--- src/rtl/lenet_layer_sequencer.sv ---
// Layer command sequencer for a small LeNet-style accelerator: walks conv1, conv2,
// conv3 and the fc layer, issuing one (layer, oc, ic) command at a time under a watchdog.
module lenet_layer_sequencer #(
    parameter int C1_OC   = 2,
    parameter int C2_OC   = 2,
    parameter int C2_IC   = 2,
    parameter int C3_OC   = 10,
    parameter int C3_IC   = 2,
    parameter int FC_ROWS = 10,
    parameter int TIMEOUT = 4096
) (
    input  logic        clk,
    input  logic        rst_n,
    input  logic        start,
    input  logic        abort,
    output logic        cmd_valid,
    input  logic        cmd_ready,
    output logic [1:0]  cmd_layer,
    output logic [3:0]  cmd_oc,
    output logic        cmd_ic,
    output logic        cmd_acc_clear,
    output logic        cmd_last_ic,
    input  logic        op_done,
    output logic        busy,
    output logic        done,
    output logic        err,
    output logic [7:0]  op_count,
    output logic [31:0] cycle_count
);

    localparam int              WD_W    = $clog2(TIMEOUT + 1);
    localparam logic [WD_W-1:0] WD_LAST = WD_W'(TIMEOUT - 1);

    typedef enum logic [2:0] {
        S_IDLE,
        S_ISSUE,
        S_WAIT,
        S_DONE,
        S_ERR
    } state_t;

    state_t          state, state_nxt;
    logic [1:0]      layer;
    logic [3:0]      oc;
    logic            ic;
    logic [WD_W-1:0] wd;

    logic start_run;
    logic complete;
    logic wd_tick;
    logic timeout_hit;
    logic ic_end;
    logic oc_end;
    logic last_cmd;

    // Per-layer index limits; conv1 and fc have a single input channel.
    function automatic logic [3:0] oc_last(input logic [1:0] l);
        case (l)
            2'd0:    oc_last = 4'(C1_OC - 1);
            2'd1:    oc_last = 4'(C2_OC - 1);
            2'd2:    oc_last = 4'(C3_OC - 1);
            default: oc_last = 4'(FC_ROWS - 1);
        endcase
    endfunction

    function automatic logic ic_last(input logic [1:0] l);
        case (l)
            2'd1:    ic_last = 1'(C2_IC - 1);
            2'd2:    ic_last = 1'(C3_IC - 1);
            default: ic_last = 1'b0;
        endcase
    endfunction

    assign ic_end   = (ic == ic_last(layer));
    assign oc_end   = (oc == oc_last(layer));
    assign last_cmd = (layer == 2'd3) && oc_end && ic_end;

    // NOTE: state and counters use non-blocking assignments so every flop samples
    // pre-edge values, independent of the order the always blocks are evaluated in.
    always_ff @(posedge clk or negedge rst_n) begin
        if (!rst_n) state <= S_IDLE;
        else        state <= state_nxt;
    end

    // NOTE: every output of this block gets a default first, so no path can
    // leave one unassigned and infer a latch.
    always_comb begin
        state_nxt   = state;
        start_run   = 1'b0;
        complete    = 1'b0;
        wd_tick     = 1'b0;
        timeout_hit = 1'b0;
        if (abort) begin
            state_nxt = S_IDLE;
        end else begin
            case (state)
                S_IDLE: begin
                    if (start) begin
                        state_nxt = S_ISSUE;
                        start_run = 1'b1;
                    end
                end
                S_ISSUE: begin
                    if (cmd_ready) state_nxt = S_WAIT;
                end
                S_WAIT: begin
                    // op_done is tested first so it wins over a same-edge timeout.
                    if (op_done) begin
                        complete  = 1'b1;
                        state_nxt = last_cmd ? S_DONE : S_ISSUE;
                    end else if (wd == WD_LAST) begin
                        timeout_hit = 1'b1;
                        state_nxt   = S_ERR;
                    end else begin
                        wd_tick = 1'b1;
                    end
                end
                S_DONE:  state_nxt = S_IDLE;
                S_ERR:   state_nxt = S_IDLE;
                default: state_nxt = S_IDLE;
            endcase
        end
    end

    always_ff @(posedge clk or negedge rst_n) begin
        if (!rst_n) begin
            layer       <= '0;
            oc          <= '0;
            ic          <= 1'b0;
            wd          <= '0;
            err         <= 1'b0;
            op_count    <= '0;
            cycle_count <= '0;
        end else begin
            wd <= wd_tick ? wd + 1'b1 : '0;

            if (start_run) begin
                layer       <= '0;
                oc          <= '0;
                ic          <= 1'b0;
                err         <= 1'b0;
                op_count    <= '0;
                cycle_count <= '0;
            end else begin
                if (busy && cycle_count != '1) cycle_count <= cycle_count + 1'b1;
                if (timeout_hit) err <= 1'b1;
                if (complete) begin
                    op_count <= op_count + 1'b1;
                    // ic is the fastest index, then oc, then layer.
                    if (!ic_end) begin
                        ic <= 1'b1;
                    end else begin
                        ic <= 1'b0;
                        if (!oc_end) begin
                            oc <= oc + 1'b1;
                        end else begin
                            oc    <= '0;
                            layer <= layer + 1'b1;
                        end
                    end
                end
            end
        end
    end

    assign cmd_valid     = (state == S_ISSUE);
    assign busy          = (state == S_ISSUE) || (state == S_WAIT);
    assign done          = (state == S_DONE);
    assign cmd_layer     = layer;
    assign cmd_oc        = oc;
    assign cmd_ic        = ic;
    // Flags are qualified by cmd_valid so they read 0 while idle or in reset.
    assign cmd_acc_clear = cmd_valid && !ic;
    assign cmd_last_ic   = cmd_valid && ic_end;

endmodule

--- config.mk ---
export PLATFORM = sky130hd
export DESIGN_NAME = lenet_layer_sequencer
export DESIGN_NICKNAME = d
export VERILOG_FILES = /design/src/rtl/lenet_layer_sequencer.sv
export SDC_FILE = /design/constraint.sdc
export NUM_CORES = 1
export LEC_CHECK = 0
export ABC_AREA = 1
export ABC_CLOCK_PERIOD_IN_PS = 1450
export BUFFER_PORTS_ARGS = -buffer_cell sky130_fd_sc_hd__buf_2
export CAP_MARGIN = 30
export CELL_PAD_IN_SITES_DETAIL_PLACEMENT = 1
export CELL_PAD_IN_SITES_GLOBAL_PLACEMENT = 1
export CORE_MARGIN = 2
export CORE_UTILIZATION = 37
export DETAILED_ROUTE_END_ITERATION = 8
export GPL_TIMING_DRIVEN = 0
export PLACE_DENSITY_LB_ADDON = 0.1
export SLEW_MARGIN = 30
export SYNTH_ARGS = -nofsm -noshare
export SYNTH_HDL_FRONTEND = slang
export SYNTH_SLANG_ARGS = --single-unit
--- constraint.sdc ---
create_clock -name clk -period 1.45 [get_ports clk]
set_input_delay 0.145 -clock clk [delete_from_list [all_inputs] [get_ports clk]]
set_output_delay 0.145 -clock clk [all_outputs]
set_load 0.005 [all_outputs]
==> results.cfg <==
[timing]
finalCritPeriodShare = 1.22
hold_viol = 0
fin_ws_ps = -321
maxSlewHeadroom = 0.773
fin_crit_ps = 1770
tightest_slew_ps = 340
fmax_ghz = 0.565
finClkSkew_ps = 16.1
holdWs_ps = 82.9
finalSetupViolCount = 68
drv_slew = 0
rsz0062_at_grt = true

[clock_tree]
htree_num_levels = 3
clockBufferDepth = 2
clkSinkCount = 64
worst_skew_pair.late_latency_ps = 370
cts_buffers = 9
cts-root-buf = clkbuf_8
cts.clk_slew.worst_paths_ps = 90
tritoncts = done

[global_route]
track_usage = 0.262
grt_start_max_net_pins = 43
grt_pass1_wl_mm = 23.1
grt_pass1_vias = 4536
antenna_found_initial = 0
grt-ovfl-total = 0

[cells_and_area]
area.sequential_um2 = 1630
diodes = 0
final_layout_size_suffix_gt1_frac = 0.458
fin_area_um2 = 6300
nets = 727
fillers = 1254
areaGrowthSynthToFinish_pct = 58.5
multi_input_area_um2 = 2720

[placed_design]
dp_hpwl_mm = 8.93
numPortBuffers = 58
finalWeightedCongestion = 0.873
pre_cts_ws_ps = -467
place_area_um2 = 4490

[power_and_ir_drop]
leakagePower_nw = 3.03
power_density_nw_per_um2 = 1080
ir_drop_mv = 0.773

[worst_setup_path]
r2r_cells = 11
cp-end-kind = flop
required_ps = 1750
start_kind = flop
path_class = reg -> reg
crit_fanout = 5
cp.arrival_ps = 2070

[logic_synthesis]
synth_largest_area_cell = dfrtp_1
synthArstFlopShare = 1.00
avgSynthCellArea_um2 = 7.10
synth_warnings = 0
synth-edff-count = 0
ys_types = 35
synth.top_cell.area_share = 0.403
synth_area_um2 = 3970
netlist_instances = 560
netlist_top_cells_area = dfrtp_1, nand2_1, nor2_1, inv_1, nand3_1
synth_ff_type = dfrtp_1
synthesis.nets = 574
ys_seq_area_frac = 0.403
synth-seq-cells = 64

[drt]
viasPerCell = 5.24
drc_errors = 0
first_pass_iters = 4
vias = 4471
initialDrtViolationCount = 141
ant_nets = 0
routedWlPerCell_um = 20.0
routed_wl_mm = 17.1

[die]
dieHeight_um = 108
die_w_um = 108
start_util = 0.383
coreArea_um2 = 10400
die_area_um2 = 11600
row_count = 37
io_pins = 59

[run_status]
violations = negative setup slack
status = finished, violations left

[worst_hold_path]
hold_depth = 4
hp-class = in -> reg

[run]
maxCapViolations = 0
per-stage QoR:
stage	total power, mW	TNS, ps	cells	utilization
floorplan	3.07	-2670	560	-
global route	7.11	-19230	854	0.607
CTS	6.21	-6290	830	0.545
global placement	3.55	-20220	754	0.430
detailed placement	3.61	-16700	755	0.433
finish	6.83	-14860	854	0.607
layer usage:
metal  global-route usage  share of wire  vias to the layer above
li1                     -              -                     2090
met1                0.301           0.40                     2256
met2                0.489           0.54                       88
met3               0.0303          0.025                       37
met4                0.104          0.032                        0
met5                    0              0                        -
final cells by class:
cell class,count,share of cell area
Buffer,9,0.0209
Clock buffer,11,0.0240
Clock inverter,5,0.00656
Inverter,54,0.0362
Multi-Input combinational cell,434,0.432
Sequential cell,64,0.259
Tap cell,136,0.0270
Timing Repair Buffer,141,0.194
power by group:
part           leakage [nW]  internal (mW)  switching, mW
combinational          2.09           1.48           1.48
clock                0.0917          0.722          0.838
sequential            0.845           1.99          0.311
critical path, stage by stage (launching register included):
cell and delay [ps]:
dfrtp_1 500, nand2_1 170, nor2_4 160, nand2_4 90, nor2_8 160, nand2_4 100
nand2_8 90, nand2_8 70, clkinv_8 80, buf_8 140, nand2_2 70, nand2_2 60
state kept, by name, summed over array words and instances (netlist names):
name         count
cmd_oc           4
wd              13
err              1
cycle_count     32
cmd_layer        2
op_count         8
cmd_ic           1
state            3
cell usage after synthesis, types with 3 or more instances:
| library cell | instances |
|---|---|
| buf_2 | 5 |
| dfrtp_1 | 64 |
| nand4_1 | 24 |
| inv_2 | 5 |
| nor3_1 | 10 |
| nand2_1 | 194 |
| xor2_1 | 15 |
| nor3b_1 | 3 |
| a21oi_1 | 5 |
| ha_1 | 8 |
| or2_2 | 6 |
| nor2_1 | 95 |
| nand2_4 | 4 |
| nand3_1 | 33 |
| o21ai_1 | 4 |
| xnor2_1 | 4 |
| nand2_2 | 3 |
| inv_1 | 48 |
| o21ai_0 | 7 |
cells by family (layout without fill, tap and decap cells):
kind of cell / count (synthesis) / in the layout / share of synthesized area
AOI/OAI and AO/OA: 22 / 22 / 0.0340
buffers and inverters: 63 / 220 / 0.0680
and+or+nand+nor: 383 / 384 / 0.425
adders and majority gates: 8 / 8 / 0.0252
DFF: 64 / 64 / 0.403
xor gates and xnor gates: 19 / 19 / 0.0419
muxes: 1 / 1 / 0.00252
placed cells by master (no fill, tap or decap), types with 3 or more instances in the layout:
master    count
nor2_4       17
dfrtp_2      22
nor3_2        3
dfrtp_1      42
a21oi_1       3
or2_2         6
nand4_1      24
xor2_1       12
buf_2        57
nor3_4        5
clkbuf_8     11
inv_2         7
buf_6        17
buf_4        53
xnor2_1       4
o21ai_2       5
nand2_8       4
nand2_2      37
nor2_1       66
ha_1          4
buf_12        9
ha_4          3
o21ai_1       6
inv_1        43
nand3_1      26
nand3_2       5
nand2_1     146
buf_16        6
buf_8         5
clkinv_4      3
nor3_1        4
nand2_4      15
nor2_2       16
worst paths after layout:
check / slack, ps / startpoint / endpoint
worst max-delay path: -320 / cycle_count[7] / cycle_count[16]
min in group asynchronous: 220 / rst_n / wd[7]
worst min register to register: 550 / cycle_count[5] / cycle_count[5]
max in group asynchronous: 680 / rst_n / cycle_count[16]
worst min-delay path: 80 / cmd_ready / state[0]
worst max register to register: -320 / cycle_count[7] / cycle_count[16]
what timing repair did:
action                                 CTS  global route
gates cloned                             7             2
setup endpoints to repair               64            69
pin swaps                               34            45
resized for setup                      110           118
buffers inserted                        51            22
endpoints found under the hold margin   22             0
hold buffers                             1             0
Power figures use the tool's default switching activity.
